==> config.mk <==
export PLATFORM = sky130hd
export DESIGN_NAME = gcn_phase_sequencer
export DESIGN_NICKNAME = d
export VERILOG_FILES = /design/src/rtl/gcn_phase_sequencer.sv
export SDC_FILE = /design/constraint.sdc
export NUM_CORES = 1
export LEC_CHECK = 0
export CORE_MARGIN = 2
export CORE_UTILIZATION = 38
export CTS_BUF_LIST = sky130_fd_sc_hd__clkbuf_8
export CTS_CLUSTER_DIAMETER = 30
export DETAILED_ROUTE_END_ITERATION = 10
export PLACE_DENSITY = 0.88
export SKIP_CTS_REPAIR_TIMING = 1
export SLEW_MARGIN = 10
export SYNTH_ARGS = -nofsm -noshare
export SYNTH_HDL_FRONTEND = slang
export SYNTH_SLANG_ARGS = --single-unit
==> constraint.sdc <==
create_clock -name clk -period 1.6 [get_ports clk]
set_clock_uncertainty 0.15 [all_clocks]
set_input_delay 0.32 -clock clk [delete_from_list [all_inputs] [get_ports clk]]
set_output_delay 0.32 -clock clk [all_outputs]
set_load 0.05 [all_outputs]
==> src/rtl/gcn_phase_sequencer.sv <==
// Phase controller for one GCN layer: kicks the transformation block, waits for
// it under a watchdog, then streams FM*WM row indices to the aggregator and
// steers the shared input-memory read port to whichever phase owns it.
module gcn_phase_sequencer #(
    parameter int unsigned FEATURE_ROWS   = 6,
    parameter int unsigned ROW_W          = 3,
    parameter int unsigned ADDR_W         = 13,
    parameter int unsigned TIMEOUT_CYCLES = 1023
) (
    input  logic              clk,
    input  logic              reset,
    input  logic              start,
    output logic              trans_start,
    input  logic              trans_done,
    input  logic              trans_enable_read,
    input  logic [ADDR_W-1:0] trans_read_addr,
    input  logic              agg_enable_read,
    input  logic [ADDR_W-1:0] agg_read_addr,
    output logic [ROW_W-1:0]  read_row,
    output logic              row_valid,
    input  logic              row_ready,
    output logic              mem_enable_read,
    output logic [ADDR_W-1:0] mem_read_addr,
    output logic              busy,
    output logic              done,
    output logic              error
);

    // Counter wide enough to hold TIMEOUT_CYCLES-1 even when TIMEOUT_CYCLES is 1.
    localparam int unsigned WD_W = (TIMEOUT_CYCLES < 2) ? 1 : $clog2(TIMEOUT_CYCLES);

    typedef enum logic [2:0] {
        S_IDLE        = 3'd0,
        S_TRANS_START = 3'd1,
        S_TRANS_WAIT  = 3'd2,
        S_AGG         = 3'd3,
        S_DONE        = 3'd4,
        S_ERROR       = 3'd5
    } state_t;

    state_t            state_q, state_d;
    logic [ROW_W-1:0]  row_q, row_d;
    logic [WD_W-1:0]   wd_q, wd_d;

    // State, row index and watchdog registers; reset aborts straight to IDLE.
    always_ff @(posedge clk or negedge reset) begin
        if (!reset) begin
            state_q <= S_IDLE;
            row_q   <= '0;
            wd_q    <= '0;
        end else begin
            state_q <= state_d;
            row_q   <= row_d;
            wd_q    <= wd_d;
        end
    end

    // Next-state logic; the watchdog only runs in TRANS_WAIT and is zero elsewhere.
    always_comb begin
        state_d = state_q;
        row_d   = row_q;
        wd_d    = '0;
        case (state_q)
            S_IDLE, S_ERROR: begin
                if (start) state_d = S_TRANS_START;
            end
            S_TRANS_START: begin
                state_d = S_TRANS_WAIT;
            end
            S_TRANS_WAIT: begin
                // A done arriving on the timeout cycle still counts as success.
                if (trans_done) begin
                    state_d = S_AGG;
                    row_d   = '0;
                end else if (wd_q == WD_W'(TIMEOUT_CYCLES - 1)) begin
                    state_d = S_ERROR;
                end else begin
                    wd_d = wd_q + WD_W'(1);
                end
            end
            S_AGG: begin
                if (row_ready) begin
                    if (row_q == ROW_W'(FEATURE_ROWS - 1)) begin
                        state_d = S_DONE;
                        row_d   = '0;
                    end else begin
                        row_d = row_q + ROW_W'(1);
                    end
                end
            end
            S_DONE: begin
                state_d = S_IDLE;
            end
            default: begin
                state_d = S_IDLE;
                row_d   = '0;
            end
        endcase
    end

    // Moore outputs decoded from the state register, plus the memory port steering.
    always_comb begin
        trans_start     = 1'b0;
        row_valid       = 1'b0;
        busy            = 1'b0;
        done            = 1'b0;
        error           = 1'b0;
        mem_enable_read = 1'b0;
        mem_read_addr   = '0;
        read_row        = row_q;
        case (state_q)
            S_TRANS_START: begin
                trans_start     = 1'b1;
                busy            = 1'b1;
                mem_enable_read = trans_enable_read;
                mem_read_addr   = trans_read_addr;
            end
            S_TRANS_WAIT: begin
                busy            = 1'b1;
                mem_enable_read = trans_enable_read;
                mem_read_addr   = trans_read_addr;
            end
            S_AGG: begin
                row_valid       = 1'b1;
                busy            = 1'b1;
                mem_enable_read = agg_enable_read;
                mem_read_addr   = agg_read_addr;
            end
            S_DONE: begin
                busy = 1'b1;
                done = 1'b1;
            end
            S_ERROR: begin
                error = 1'b1;
            end
            default: begin
            end
        endcase
    end

endmodule

==> out/metrics.cfg <==
[clocking]
clock_sinks=16
clk_latency_ns=0.25
cts_max_level=1
clk_pin_slew_ns=0.06
cts_tree=yes
cts_inserted_buffers=3
clockRootBuffer=clkbuf_8
clk_path_buf_depth=2

[floorplanning]
io_pins=55
fp.dieW_um=58.9
die-area_um2=3460
core_region_area_um2=2810
die_h_um=58.9
rows=19
start_util=0.408

[sta]
grt_setup_unrepaired=yes
hold_viol=0
finalCritPeriodShare=1.23
setup_viol=34
fin_crit_ns=1.96
drv_slew=0
setup_ws_ns=-0.361
max_freq_mhz=510
slew_headroom=0.739
worst_slew_pin_slew_ns=0.391

[global_route]
grt_overflow=0
grt_usage=0.230
grt_pass1_wl_mm=6.12
antenna_found_initial=0
grt_max_degree=17
first_global_vias=1316

[outcome]
status=finished with violations
violations=design-rule violations, negative setup slack

[worst_setup_path]
crit_required_ns=1.13
worstPathCellList=and2_4 > buf_12 > a22oi_2 > nor2_4 > buf_12
cpPeakStageDelay_ns=0.45
rr_worst_depth=7
start_kind=flip-flop
critPathMostFrequentCell=buf_12
path_max_fanout=10
crit_type=flip-flop to output port
critPathSlowestCell=dfrtp_2
crit_arrival_ns=1.49
cp-end-kind=output port
rrSetupSlack_ns=-0.20

[logic_synthesis]
synth_edf_count=0
synth_cells=132
yosys.area.top_type=dfrtp_1
synth_commonest_cells=nor2_1, dfrtp_1, a22oi_1
ys_types=43
synth-seq-cells=16
seq_area_frac_synth=0.350
ys_warn_count=0
async_reset_ff_frac=1.00
syn_nets=167
synthFlopType=dfrtp_1
yosys.area.top_type_share=0.350
yosysMostFrequentCell=nor2_1
avgSynthCellArea_um2=8.66
synth_area_leaders=dfrtp_1, a22oi_1, nor2_1
synth_area_um2=1140

[cells_and_area]
layout-drive-gt1-share=0.480
ff_latch_area_um2=404
diodes=0
multiInputGateArea_um2=966
nets=240
stdcell_count=235
fillers=132
syn_to_final_growth_pct=113
final_core_util=0.867

[placed_design]
port_buffers=54
dp.cells=226
dp_hpwl_mm=3.04
routabilityCongestion=0.839

[detailed_routing]
vias=1391
viasPerCell=5.92
wire_per_inst_um=19.9
drt_first_pass_iters=7
route.final.wire_length_mm=4.68
drc=10
drt_iter0_drc=72
drt.antenna.violating_nets=0

[pwr]
share_seq_of_total_power=0.106
peakVddDrop_v=0.00138
p_per_area_nw_per_um2=2480
leakagePower_nw=0.956
p_switching_w=0.00297
power_frac_clock=0.060
p_int_w=0.00306
p_sw_frac=0.493
combPwrFrac=0.834

[flow_run]
cap_violations=0

[hold_path]
min-delay-path-class=input port to asynchronous set/reset pin

worst max-delay path: cells and delay by family, from the launching register on:
family                 cells  cell delay, ns
flip-flops                 1            0.45
buffers and inverters      2            0.29
AND/OR/NAND/NOR            2            0.25
AO/OA/AOI/OAI              1            0.24
cell usage in the layout, fill, tap and decap left out, drive strengths merged, types with 2 or more instances in the layout:
cell type	n
a22oi	14
o31ai	4
ha	2
nand3	4
xnor2	3
clkbuf	4
clkdlybuf4s50	32
o22ai	3
xor2	2
inv	7
nor3	2
nand2	6
or3	3
and2	4
dfrtp	16
nor2b	2
buf	42
nor2	22
nand4	5
and4	2
a21oi	6
o21ai	2
final cells by class:
type,count,area share
inverters,7,0.0108
multi-input cells,103,0.397
clock buffers,4,0.0226
well taps,31,0.0159
repair buffers,74,0.387
flip-flops and latches,16,0.166
cells by family after synthesis:
| logic type | Yosys count | share of synthesized area |
|---|---|---|
| xor+xnor | 5 | 0.0449 |
| compound gates | 36 | 0.235 |
| mux | 2 | 0.0186 |
| flops | 16 | 0.350 |
| simple gates | 57 | 0.276 |
| buf+inv | 14 | 0.0536 |
| fa+ha+maj | 2 | 0.0219 |
registers in the layout (all words and copies together) (netlist names):
signal and cells:
wd_q 10, read_row 3, state_q 3
power groups by stage:
stage | logic (W) | clock network [W] | registers (W)
after floorplan | 0.00258 | 0 | 0.000690
after global placement | 0.00450 | 0 | 0.000621
after detailed placement | 0.00461 | 0 | 0.000635
after CTS | 0.00462 | 0.000363 | 0.000627
after global routing | 0.00523 | 0.000373 | 0.000652
final | 0.00503 | 0.000363 | 0.000638
routing by layer:
layer / track usage / routed length [um]
met3: 0.0418 / 420
met4: 0.0455 / 150
met1: 0.260 / 1690
met2: 0.444 / 2420
met5: 0 / 0
metrics by stage:
stage,TNS (ns),power [W],setup slack (ns),hold slack (ns),instance area [um2]
2_1_floorplan,-1.37,0.00327,-0.140,-0.126,1350
3_3_place_gp,-2.14,0.00512,-0.172,0.352,2220
3_5_place_dp,-3.41,0.00525,-0.198,0.389,2220
4_1_cts,-7.47,0.00561,-0.448,0.262,2270
5_1_grt,-8.96,0.00626,-0.402,0.281,2430
6_report,-7.57,0.00603,-0.361,0.260,2430
path summary, 6_finish.rpt:
| check | start | endpoint |
|---|---|---|
| min | reset | wd_q[3]$_DFF_PN0_ |
| min reg2reg | wd_q[0]$_DFF_PN0_ | wd_q[0]$_DFF_PN0_ |
| max in group asynchronous | reset | state_q[0]$_DFFE_PN0P_ |
| min in group clk | wd_q[0]$_DFF_PN0_ | wd_q[0]$_DFF_PN0_ |
| max reg2reg | state_q[0]$_DFFE_PN0P_ | wd_q[8]$_DFF_PN0_ |
| max | state_q[1]$_DFFE_PN0P_ | mem_read_addr[9] |
Power figures use the tool's default switching activity.
